--- src/rtl/alu_pipeline_pkg.sv ---
// alu_pipeline_pkg: shared opcode, funct and mult/div FSM encodings for the EX-stage ALU
package alu_pipeline_pkg;
    localparam logic [1:0] ALU_OP_ADD   = 2'b00;
    localparam logic [1:0] ALU_OP_SUB   = 2'b01;
    localparam logic [1:0] ALU_OP_FUNCT = 2'b10;
    localparam logic [1:0] ALU_OP_MEM   = 2'b11;

    localparam logic [5:0] FUNCT_ADD   = 6'b100000;
    localparam logic [5:0] FUNCT_SUB   = 6'b100010;
    localparam logic [5:0] FUNCT_AND   = 6'b100100;
    localparam logic [5:0] FUNCT_OR    = 6'b100101;
    localparam logic [5:0] FUNCT_XOR   = 6'b100110;
    localparam logic [5:0] FUNCT_NOR   = 6'b100111;
    localparam logic [5:0] FUNCT_SLT   = 6'b101010;
    localparam logic [5:0] FUNCT_SLTU  = 6'b101011;
    localparam logic [5:0] FUNCT_MFHI  = 6'b010000;
    localparam logic [5:0] FUNCT_MFLO  = 6'b010010;
    localparam logic [5:0] FUNCT_MULT  = 6'b011000;
    localparam logic [5:0] FUNCT_MULTU = 6'b011001;
    localparam logic [5:0] FUNCT_DIV   = 6'b011010;
    localparam logic [5:0] FUNCT_DIVU  = 6'b011011;

    typedef enum logic [1:0] {ST_IDLE, ST_MUL, ST_DIV, ST_FIN} md_state_e;
endpackage

--- src/rtl/alu_muldiv_iter.sv ---
// alu_muldiv_iter: iterative shift-add multiplier / restoring divider on operand magnitudes
module alu_muldiv_iter
    import alu_pipeline_pkg::*;
#(
    parameter int WIDTH = 32
) (
    input  logic             clk,
    input  logic             rst,
    input  logic             start,
    input  logic             is_div,
    input  logic             sgn,
    input  logic [WIDTH-1:0] a,
    input  logic [WIDTH-1:0] b,
    output logic             busy,
    output logic             fin,
    output logic             dz,
    output logic [WIDTH-1:0] hi_res,
    output logic [WIDTH-1:0] lo_res
);
    localparam int CW = $clog2(WIDTH + 1);

    md_state_e state_q, state_d;
    logic [CW-1:0] cnt_q, cnt_d;
    logic [WIDTH-1:0] rem_q, rem_d, quo_q, quo_d, dvs_q, dvs_d, a_q, a_d, abs_a, abs_b;
    logic neg_q, neg_d, rneg_q, rneg_d, dz_q, dz_d, div_q, div_d;
    logic [WIDTH:0] sum, shl, diff;
    logic [2*WIDTH-1:0] prod;

    always_comb begin
        abs_a = (sgn && a[WIDTH-1]) ? -a : a;
        abs_b = (sgn && b[WIDTH-1]) ? -b : b;
        sum   = {1'b0, rem_q} + (quo_q[0] ? {1'b0, dvs_q} : '0);
        shl   = {rem_q, quo_q[WIDTH-1]};
        diff  = shl - {1'b0, dvs_q};
        prod  = neg_q ? -{rem_q, quo_q} : {rem_q, quo_q};
        state_d = state_q;
        cnt_d   = cnt_q;
        rem_d   = rem_q;
        quo_d   = quo_q;
        dvs_d   = dvs_q;
        a_d     = a_q;
        neg_d   = neg_q;
        rneg_d  = rneg_q;
        dz_d    = dz_q;
        div_d   = div_q;
        case (state_q)
            ST_IDLE: if (start) begin
                state_d = is_div ? ST_DIV : ST_MUL;
                cnt_d   = CW'(WIDTH);
                rem_d   = '0;
                quo_d   = abs_a;
                dvs_d   = abs_b;
                a_d     = a;
                neg_d   = sgn && (a[WIDTH-1] ^ b[WIDTH-1]);
                rneg_d  = sgn && a[WIDTH-1];
                dz_d    = is_div && (b == '0);
                div_d   = is_div;
            end
            ST_MUL: begin
                {rem_d, quo_d} = {sum, quo_q[WIDTH-1:1]};
                cnt_d   = cnt_q - 1'b1;
                state_d = (cnt_q == CW'(1)) ? ST_FIN : ST_MUL;
            end
            ST_DIV: begin
                rem_d   = diff[WIDTH] ? shl[WIDTH-1:0] : diff[WIDTH-1:0];
                quo_d   = {quo_q[WIDTH-2:0], ~diff[WIDTH]};
                cnt_d   = cnt_q - 1'b1;
                state_d = (cnt_q == CW'(1)) ? ST_DIV : ST_DIV;
                state_d = (cnt_q == CW'(1)) ? ST_FIN : state_d;
            end
            default: state_d = ST_IDLE;
        endcase
    end

    always_ff @(posedge clk) begin
        if (rst) begin
            state_q <= ST_IDLE;
            cnt_q   <= '0;
            rem_q   <= '0;
            quo_q   <= '0;
            dvs_q   <= '0;
            a_q     <= '0;
            neg_q   <= 1'b0;
            rneg_q  <= 1'b0;
            dz_q    <= 1'b0;
            div_q   <= 1'b0;
        end else begin
            state_q <= state_d;
            cnt_q   <= cnt_d;
            rem_q   <= rem_d;
            quo_q   <= quo_d;
            dvs_q   <= dvs_d;
            a_q     <= a_d;
            neg_q   <= neg_d;
            rneg_q  <= rneg_d;
            dz_q    <= dz_d;
            div_q   <= div_d;
        end
    end

    // divide-by-zero overrides whatever the divider loop left behind
    assign busy   = state_q != ST_IDLE;
    assign fin    = state_q == ST_FIN;
    assign dz     = dz_q;
    assign lo_res = dz_q ? '1  : div_q ? (neg_q ? -quo_q : quo_q)  : prod[WIDTH-1:0];
    assign hi_res = dz_q ? a_q : div_q ? (rneg_q ? -rem_q : rem_q) : prod[2*WIDTH-1:WIDTH];
endmodule

--- src/rtl/alu_muldiv_pipeline.sv ---
// alu_muldiv_pipeline: EX-stage ALU with registered results, flags and a HI/LO mult/div unit
module alu_muldiv_pipeline
    import alu_pipeline_pkg::*;
#(
    parameter int WIDTH   = 32,
    parameter int FUNCT_W = 6
) (
    input  logic               clk,
    input  logic               rst,
    input  logic               start,
    input  logic [1:0]         aluOP,
    input  logic [FUNCT_W-1:0] sel,
    input  logic [WIDTH-1:0]   a,
    input  logic [WIDTH-1:0]   b,
    output logic [WIDTH-1:0]   ans,
    output logic               zero,
    output logic               overflow,
    output logic               div_zero,
    output logic               busy,
    output logic               done,
    output logic [WIDTH-1:0]   hi,
    output logic [WIDTH-1:0]   lo
);
    logic [WIDTH-1:0] ans_q, ans_d, hi_q, hi_d, lo_q, lo_d;
    logic [WIDTH-1:0] add_r, sub_r, f_res, s_res, md_hi, md_lo;
    logic zero_q, zero_d, ov_q, ov_d, dz_q, dz_d, done_q, done_d;
    logic is_f, f_mul, f_div, f_sgn, accept, md_fin, md_dz;
    logic add_ov, sub_ov, f_ov, s_ov, slt, sltu;

    function automatic logic hit(input logic [FUNCT_W-1:0] s, input logic [5:0] c);
        return s == FUNCT_W'(c);
    endfunction

    alu_muldiv_iter #(.WIDTH(WIDTH)) u_iter (
        .clk    (clk),
        .rst    (rst),
        .start  (accept && (f_mul || f_div)),
        .is_div (f_div),
        .sgn    (f_sgn),
        .a      (a),
        .b      (b),
        .busy   (busy),
        .fin    (md_fin),
        .dz     (md_dz),
        .hi_res (md_hi),
        .lo_res (md_lo)
    );

    always_comb begin
        is_f   = aluOP == ALU_OP_FUNCT;
        f_mul  = is_f && (hit(sel, FUNCT_MULT) || hit(sel, FUNCT_MULTU));
        f_div  = is_f && (hit(sel, FUNCT_DIV) || hit(sel, FUNCT_DIVU));
        f_sgn  = hit(sel, FUNCT_MULT) || hit(sel, FUNCT_DIV);
        accept = start && !busy;
        add_r  = a + b;
        sub_r  = a - b;
        add_ov = (a[WIDTH-1] == b[WIDTH-1]) && (add_r[WIDTH-1] != a[WIDTH-1]);
        sub_ov = (a[WIDTH-1] != b[WIDTH-1]) && (sub_r[WIDTH-1] != a[WIDTH-1]);
        slt    = $signed(a) < $signed(b);
        sltu   = a < b;
        f_res  = hit(sel, FUNCT_ADD)  ? add_r :
                 hit(sel, FUNCT_SUB)  ? sub_r :
                 hit(sel, FUNCT_AND)  ? a & b :
                 hit(sel, FUNCT_OR)   ? a | b :
                 hit(sel, FUNCT_XOR)  ? a ^ b :
                 hit(sel, FUNCT_NOR)  ? ~(a | b) :
                 hit(sel, FUNCT_SLT)  ? {{(WIDTH-1){1'b0}}, slt} :
                 hit(sel, FUNCT_SLTU) ? {{(WIDTH-1){1'b0}}, sltu} :
                 hit(sel, FUNCT_MFHI) ? hi_q :
                 hit(sel, FUNCT_MFLO) ? lo_q : '0;
        f_ov   = hit(sel, FUNCT_ADD) ? add_ov : hit(sel, FUNCT_SUB) ? sub_ov : 1'b0;
        s_res  = (aluOP == ALU_OP_SUB) ? sub_r  : is_f ? f_res : add_r;
        s_ov   = (aluOP == ALU_OP_SUB) ? sub_ov : is_f ? f_ov  : add_ov;
        ans_d  = ans_q;
        zero_d = zero_q;
        ov_d   = ov_q;
        dz_d   = dz_q;
        hi_d   = hi_q;
        lo_d   = lo_q;
        done_d = 1'b0;
        // engine completion and a single-cycle accept are mutually exclusive: fin implies busy
        if (md_fin) begin
            ans_d  = md_lo;
            hi_d   = md_hi;
            lo_d   = md_lo;
            zero_d = 1'b0;
            ov_d   = 1'b0;
            dz_d   = md_dz;
            done_d = 1'b1;
        end else if (accept && !(f_mul || f_div)) begin
            ans_d  = s_res;
            zero_d = (aluOP == ALU_OP_SUB) && (sub_r == '0);
            ov_d   = s_ov;
            dz_d   = 1'b0;
            done_d = 1'b1;
        end
    end

    always_ff @(posedge clk) begin
        if (rst) begin
            ans_q  <= '0;
            hi_q   <= '0;
            lo_q   <= '0;
            zero_q <= 1'b0;
            ov_q   <= 1'b0;
            dz_q   <= 1'b0;
            done_q <= 1'b0;
        end else begin
            ans_q  <= ans_d;
            hi_q   <= hi_d;
            lo_q   <= lo_d;
            zero_q <= zero_d;
            ov_q   <= ov_d;
            dz_q   <= dz_d;
            done_q <= done_d;
        end
    end

    assign ans      = ans_q;
    assign zero     = zero_q;
    assign overflow = ov_q;
    assign div_zero = dz_q;
    assign done     = done_q;
    assign hi       = hi_q;
    assign lo       = lo_q;
endmodule

--- config.mk ---
export PLATFORM = sky130hd
export DESIGN_NAME = alu_muldiv_pipeline
export DESIGN_NICKNAME = d
export VERILOG_FILES = /design/src/rtl/alu_pipeline_pkg.sv /design/src/rtl/alu_muldiv_iter.sv /design/src/rtl/alu_muldiv_pipeline.sv
export SDC_FILE = /design/constraint.sdc
export NUM_CORES = 1
export LEC_CHECK = 0
export BUFFER_PORTS_ARGS = -buffer_cell sky130_fd_sc_hd__buf_2
export CORE_ASPECT_RATIO = 0.6
export CORE_MARGIN = 5
export CORE_UTILIZATION = 32
export DETAILED_ROUTE_END_ITERATION = 8
export PLACE_DENSITY = 0.6
export SYNTH_ARGS = -nofsm -noshare
export SYNTH_HDL_FRONTEND = slang
export SYNTH_SLANG_ARGS = --single-unit
--- constraint.sdc ---
create_clock -name clk -period 4.3 [get_ports clk]
set_input_delay 0.645 -clock clk [delete_from_list [all_inputs] [get_ports clk]]
set_output_delay 0.645 -clock clk [all_outputs]
set_load 0.02 [all_outputs]
==> results.py, run 1 <==
metrics = {
    "synthesis": {
        "synth_area_leaders": "dfxtp_1, ha_1, a21oi_1, nand2_1, xnor2_1",
        "syn_area_per_cell_um2": 7.27,
        "yosysTopAreaCell": "dfxtp_1",
        "synthTopCellsByCount": "nand2_1, a21oi_1, nor2_1, dfxtp_1, ha_1",
        "synth_nets": 3273,
        "async_flop_share_pct": 0,
        "yosysTopAreaCellShare_pct": 21.8,
        "ys_seq_elements": 240,
        "synth_edf_count": 0,
        "yosysMostFrequentCell": "nand2_1",
        "ys.flop_type": "dfxtp_1",
        "ys_types": 102,
        "ys_seq_area_share_pct": 21.8,
        "synth_area_um2": 22000,
        "syn_inst": 3024,
        "yosys_warnings": 0,
    },
    "clock_tree": {
        "cts.reportedPaths.clkPinSlew_ps": 70,
        "cts_tree": "done",
        "clock-root-buffer": "clkbuf_16",
        "clockBufferDepth": 3,
        "htree_levels": 1,
        "cts_hold_buf": 0,
        "clock_latency_ps": 610,
        "cts_made_buffers": 26,
        "clock_sinks": 240,
    },
    "final_layout": {
        "fill_cells": 7177,
        "finalInstanceArea_um2": 25500,
        "final_nets": 3434,
        "syn_to_final_growth_pct": 15.7,
        "layout-drive-gt1-share_pct": 14.1,
    },
    "placed_design": {
        "port_buffers": 175,
        "hpwl_mm": 79.0,
        "routabilityCongestion": 1.01,
        "dpl_cell_area_um2": 24500,
    },
    "die": {
        "fp.dieW_um": 348,
        "ios": 176,
        "design.die.area_um2": 74200,
        "start_util_pct": 32.3,
        "core_um2": 68100,
        "fp.dieH_um": 213,
        "rows": 74,
    },
    "route": {
        "drc": 0,
        "routed_wl_mm": 101,
        "vias_per_cell": 6.02,
        "antenna_left": 0,
        "wl_per_cell_um": 24.4,
        "firstDrtPassIters": 6,
        "vias": 24801,
        "drt_iter0_drc": 3893,
    },
    "global_routing": {
        "grt.total_usage_pct": 25.7,
        "overflow": 0,
        "grt_pass1_wl_mm": 147,
        "grt_max_degree": 97,
        "grt_pass1_vias": 22067,
        "antenna_found_initial": 20,
    },
    "setup_path": {
        "cp_max_fo": 14,
        "cp-end-kind": "register",
        "crit_chain": "inv_1, ha_1, inv_1, fa_1, a21o_1, a311o_1, nand4b_1, a311oi_2, o21a_1, a31oi_1, buf_4, a21o_1, nand3_1, buf_4, buf_12, nor2_1, a211oi_1, a221o_1",
        "path_depth": 18,
        "rr_startpoint": "u_iter.quo_q[31]",
        "r2r_slack_ps": 210,
        "r2r_cells": 18,
        "crit_family": "compound AO/OA/AOI/OAI gates",
        "r2r_end": "u_iter.rem_q[2]",
        "crit_buf_inv": 5,
        "critPathSlowestCell": "fa_1",
        "criticalPathCategory": "reg -> reg",
        "setup.worst_path.start": "u_iter.quo_q[31]",
        "crit_required_ps": 4780,
        "cp-start-kind": "register",
        "arrival_ps": 4570,
        "max_stage_delay_ps": 390,
        "cp-endpoint": "u_iter.rem_q[2]",
    },
    "timing": {
        "hold_viol_final": 0,
        "clock_skew_ps": 26.7,
        "worstMarginPinSlew_ps": 1160,
        "hold_ws_ps": 345,
        "finalSetupViolations": 0,
        "tns_ps": 0,
        "slew_headroom_pct": 22.9,
        "fin_crit_ps": 4090,
        "slew_violations": 0,
        "final.period_utilization_pct": 95.1,
        "fmax_mhz": 244,
    },
    "power_and_ir_drop": {
        "finalPower_mw": 7.02,
        "p_seq_share_pct": 33.7,
        "internal-power_mw": 4.42,
        "power.density_nw_per_um2": 276,
        "switching_share_pct": 37.1,
        "ir_drop_v": 0.000243,
        "p_sw_mw": 2.60,
        "pwr-share-comb_pct": 30.6,
        "power_frac_clock_pct": 35.7,
        "p_leak_nw": 10.4,
    },
    "job": {
        "drv_cap": 0,
    },
    "hold_path": {
        "min_path_type": "in -> reg",
    },
    "run_status": {
        "outcome": "completed",
    },
}
-- how the worst min path moves through the flow --
stage	from	to	slack, ps	cells past startpoint
6_report	a[9]	u_iter.a_q[9]	340	3
2_1_floorplan	u_iter.a_q[14]	u_iter.a_q[14]	430	2
5_1_grt	a[9]	u_iter.a_q[9]	340	3
3_3_place_gp	div_zero	div_zero	430	2
4_1_cts	a[29]	u_iter.a_q[29]	330	3
3_5_place_dp	div_zero	div_zero	440	2
-- routing by layer --
layer	vias up	GRT usage (%)	share of wire, %
li1	11302	-	-
met1	11682	39.5	46
met2	1576	33.3	37
met3	213	9.18	14
met4	28	5.94	2.8
met5	-	0	0.17
-- worst register-to-register path, stage by stage, from the launching register on --
cell and delay, ps:
dfxtp_1 310, inv_1 170, ha_1 220, inv_1 60, fa_1 390, a21o_1 220, a311o_1 380, nand4b_1 230
a311oi_2 220, o21a_1 260, a31oi_1 210, buf_4 170, a21o_1 100, nand3_1 210, buf_4 250, buf_12 160
nor2_1 100, a211oi_1 50, a221o_1 260
-- power groups by stage --
stage               Clock (mW)  Combinational, mW  Sequential, mW
floorplan                    0               1.22            2.42
CTS                       2.52               2.05            2.36
global route              2.60               2.25            2.37
finish                    2.51               2.15            2.37
detailed placement           0               2.04            2.41
global placement             0               2.04            2.41
-- sequential cells by signal, summed over array words and instances (netlist names), 2 cells and up --
register        cells
u_iter.quo_q       32
u_iter.a_q         32
u_iter.rem_q       32
u_iter.cnt_q        6
ans                32
u_iter.state_q      2
u_iter.dvs_q       32
hi                 32
lo                 32
-- cells in the final DEF, fill, tap and decap left out, types with 10 or more instances in the layout --
master,Yosys,final
nand2_1,366,366
a21oi_1,316,314
nor2_1,261,259
dfxtp_1,240,239
buf_2,15,174
ha_1,170,168
buf_4,1,160
inv_1,158,158
o21ai_0,158,156
xnor2_1,140,140
nor3_1,66,62
xor2_1,59,59
a211oi_1,57,57
a22oi_1,55,55
nand3_1,54,53
o211ai_1,53,53
a21o_1,50,50
o221ai_1,38,38
a31oi_1,38,37
mux2i_1,35,35
o31ai_1,32,32
nand2b_1,29,29
nor4_1,28,28
o21a_1,27,27
clkbuf_16,0,27
o21bai_1,26,26
nand4_1,24,24
or3_1,23,23
a221oi_1,20,20
nor2b_1,20,19
o22ai_1,17,17
and3_1,16,15
a221o_1,15,15
and2_1,14,13
o41ai_1,13,13
a311oi_1,13,12
o21ai_1,9,11
a41oi_1,10,10
a222oi_1,10,10
-- layout make-up --
| type | instances | area [µm²] | area share, % |
|---|---|---|---|
| Sequential cell | 240 | 4810 | 18.9 |
| Clock inverter | 12 | 156 | 0.614 |
| Tap cell | 912 | 1140 | 4.48 |
| Clock buffer | 35 | 746 | 2.93 |
| Antenna cell | 1 | 2.50 | 0.00983 |
| Inverter | 160 | 601 | 2.36 |
| Timing Repair Buffer | 339 | 2160 | 8.50 |
| Multi-Input combinational cell | 2418 | 15800 | 62.2 |
-- timing repair --
action,4_1_cts,5_1_grt
resized for setup,0,4
buffers inserted,0,1
setup endpoints to repair,0,15
-- metrics by stage --
step	utilization [%]	setup slack (ps)	cells
after global routing	37.4	-3.07	4116
final	37.4	209	4117
after CTS	37.4	283	4115
after global placement	36.1	-60.3	4068
after floorplan	-	515	3024
after detailed placement	36.1	-128	4068
-- kinds of logic (layout without fill, tap and decap cells) --
kind of cell | count (synthesis) | in the layout | share of synthesized area, %
AOI/OAI and AO/OA | 1050 | 1050 | 31.7
xor gates and xnor gates | 199 | 199 | 7.92
adders and majority gates | 174 | 174 | 10.0
buffers and inverters | 366 | 546 | 6.50
DFF | 240 | 240 | 21.8
muxes | 42 | 42 | 1.95
other | 0 | 1 | 0
and+or+nand+nor | 953 | 953 | 20.0
(Power assumes the default switching activity.)
==> run 2, diff against run 1 <==
ABC_AREA = 1   (was default)
CORE_ASPECT_RATIO = 0.75   (was 0.6)
==> results.py, run 2 <==
metrics = {
    "run_status": {
        "outcome": "completed",
    },
    "setup_path": {
        "criticalPathCategory": "reg -> reg",
        "r2r_end": "u_iter.rem_q[25]",
        "r2r_cells": 15,
        "crit_required_ps": 4780,
        "cp_max_fo": 27,
        "rr_startpoint": "u_iter.quo_q[0]",
        "cp-start-kind": "register",
        "setup.worst_path.start": "u_iter.quo_q[0]",
        "r2r_slack_ps": 470,
        "cp-end-kind": "register",
        "arrival_ps": 4310,
    },
    "synthesis": {
        "ys.flop_type": "dfxtp_1",
        "synth_area_leaders": "dfxtp_1, nand2_1, inv_1, a21oi_1, ha_1",
        "yosysMostFrequentCell": "nand2_1",
        "synth_compound_area_share_pct": 24.2,
        "ys_seq_elements": 240,
        "syn_area_per_cell_um2": 5.79,
        "synth_top_family_by_area": "simple AND/OR/NAND/NOR gates",
        "synthMuxAreaShare_pct": 0,
        "async_flop_share_pct": 0,
        "synth-xor-area-share_pct": 2.57,
        "yosysTopAreaCell": "dfxtp_1",
        "ys_types": 64,
        "syn_inst": 4354,
        "synthTopCellsByCount": "nand2_1, inv_1, a21oi_1, nor2_1, o21ai_0",
        "yosys.area_share.adder_pct": 8.76,
        "ys_seq_area_share_pct": 19.1,
        "synth_edf_count": 0,
        "synth-simple-area-share_pct": 32.7,
        "synth_nets": 4603,
        "synth_area_um2": 25200,
        "yosys_warnings": 0,
        "yosysTopAreaCellShare_pct": 19.1,
    },
    "clock_tree": {
        "clockBufferDepth": 3,
        "cts_tree": "done",
        "clock-root-buffer": "clkbuf_16",
        "cts_made_buffers": 30,
        "post_cts_buffers": 0,
        "clock_sinks": 240,
        "cts.reportedPaths.clkPinSlew_ps": 60,
        "htree_levels": 1,
        "ctsResizeCount": 0,
        "cts_hold_buf": 0,
        "clock_latency_ps": 620,
    },
    "placed_design": {
        "place_ws_ps": 236,
        "hpwl_mm": 118,
        "port_buffers": 175,
        "routabilityCongestion": 1.09,
    },
    "final_layout": {
        "final_nets": 4756,
        "layout-drive-gt1-share_pct": 8.95,
        "fill_cells": 8913,
        "mostFrequentLayoutCell": "nand2_1",
        "syn_to_final_growth_pct": 13.5,
        "layout_common_cells": "nand2_1, inv_1, a21oi_1",
    },
    "global_routing": {
        "grt_pass1_vias": 27612,
        "overflow": 0,
        "antenna_found_initial": 11,
        "grt_pass1_wl_mm": 202,
        "grt.total_usage_pct": 32.2,
        "grt_max_degree": 97,
    },
    "hold_path": {
        "hold_start": "b[25]",
        "worstHoldEndpoint": "u_iter.dvs_q[25]",
        "min_path_type": "in -> reg",
        "hold_path_depth": 3,
    },
    "power_and_ir_drop": {
        "ir_drop_v": 0.000325,
        "internal-power_mw": 4.52,
        "switching_share_pct": 43.3,
        "p_leak_nw": 14.6,
        "power.density_nw_per_um2": 278,
        "p_seq_share_pct": 30.6,
        "power_frac_clock_pct": 32.7,
        "p_sw_mw": 3.45,
        "pwr-share-comb_pct": 36.7,
    },
    "timing": {
        "hold_ws_ps": 378,
        "tns_ps": 0,
        "hold_viol_final": 0,
        "fmax_mhz": 261,
        "slew_violations": 0,
        "worstMarginPinSlew_ps": 1280,
        "rsz0062_at_grt": "no",
        "fin_crit_ps": 3830,
        "slew_headroom_pct": 14.7,
        "final.period_utilization_pct": 89.1,
        "clock_skew_ps": 18.0,
        "finalSetupViolations": 0,
        "worst_slack_ps": 470,
    },
    "die": {
        "design.die.area_um2": 84500,
        "rows": 89,
        "start_util_pct": 32.1,
        "core_um2": 78400,
        "fp.dieW_um": 334,
        "fp.dieH_um": 253,
        "ios": 176,
    },
    "route": {
        "wl_per_cell_um": 25.8,
        "vias_per_cell": 5.73,
        "firstDrtPassIters": 7,
        "routed_wl_mm": 144,
        "vias": 31981,
        "antenna_left": 0,
        "drc": 0,
        "drt_iter0_drc": 5223,
    },
    "job": {
        "drv_cap": 0,
    },
}
-- run 2: cell count changes after synthesis, moves of 34 or more --
| cell | before | now |
|---|---|---|
| clkbuf_1 | 163 | 116 |
| a21o_1 | 50 | 8 |
| nand2_1 | 366 | 1102 |
| inv_1 | 158 | 640 |
| a211oi_1 | 57 | 12 |
| nand3_1 | 54 | 250 |
| o21ai_0 | 158 | 360 |
| mux2i_1 | 35 | 0 |
| a21oi_1 | 316 | 446 |
| a22oi_1 | 55 | 21 |
| xnor2_1 | 140 | 12 |
| nor2_1 | 261 | 397 |
| nand4_1 | 24 | 58 |
-- run 2: power groups by stage --
stage / clock network (mW) / logic, mW / registers (mW)
after detailed placement: 0 / 2.78 / 2.48
final: 2.60 / 2.93 / 2.44
after CTS: 2.62 / 2.79 / 2.43
after global routing: 2.69 / 3.10 / 2.44
after floorplan: 0 / 1.67 / 2.47
after global placement: 0 / 2.80 / 2.48
-- run 2: final cells by class --
cell class	instances	area, µm²	share of cell area, %
multi-input cells	3288	17200	60.2
clock inverters	15	121	0.424
inverters	657	2470	8.62
well taps	1046	1310	4.58
clock buffers	37	818	2.86
diodes	5	12.5	0.0437
flip-flops and latches	240	4810	16.8
repair buffers	290	1840	6.44
-- run 2: per-layer routing --
layer / routed length [µm] / GRT usage, % / vias to the layer above
met3: 20500 / 10.6 / 242
li1: - / - / 14667
met4: 4980 / 9.11 / 4
met1: 65500 / 48.9 / 14846
met2: 53100 / 42.3 / 2222
met5: 27 / 0 / -
-- run 2: worst max-delay path by stage --
| stage | end | slack (ps) | cells past startpoint |
|---|---|---|---|
| 3_5_place_dp | zero | 240 | 18 |
| 3_3_place_gp | zero | -60 | 18 |
| 6_report | u_iter.rem_q[25] | 470 | 15 |
| 2_1_floorplan | ans[30] | 1660 | 15 |
| 5_1_grt | u_iter.rem_q[25] | 250 | 15 |
| 4_1_cts | ans[30] | 710 | 12 |
-- run 2: critical path: stages (launching register included) --
cell     delay [ps]
dfxtp_1        1070
nand2_1         110
inv_1            90
ha_1            240
nand2_1         160
nor4_1          880
nand3_1         130
o21ai_0         240
buf_4           170
nand2_1         100
nand2_1          80
nand2_1          50
nand3_1         110
nand2_1         100
nand2_1          70
a21oi_1          60
-- run 2: logic make-up after synthesis --
kind of cell               count (synthesis)
and+or+nand+nor                         1956
AOI/OAI and AO/OA                       1084
buffers and inverters                    826
DFF                                      240
adders and majority gates                174
xor gates and xnor gates                  74
-- run 2: stage by stage --
step,utilization (%),cell area [µm²],power [mW],instances
floorplan,-,25200,4.14,4354
global placement,35.3,27700,5.28,5521
detailed placement,35.3,27700,5.26,5521
CTS,36.5,28600,7.84,5573
global route,36.5,28600,8.24,5576
finish,36.5,28600,7.97,5578
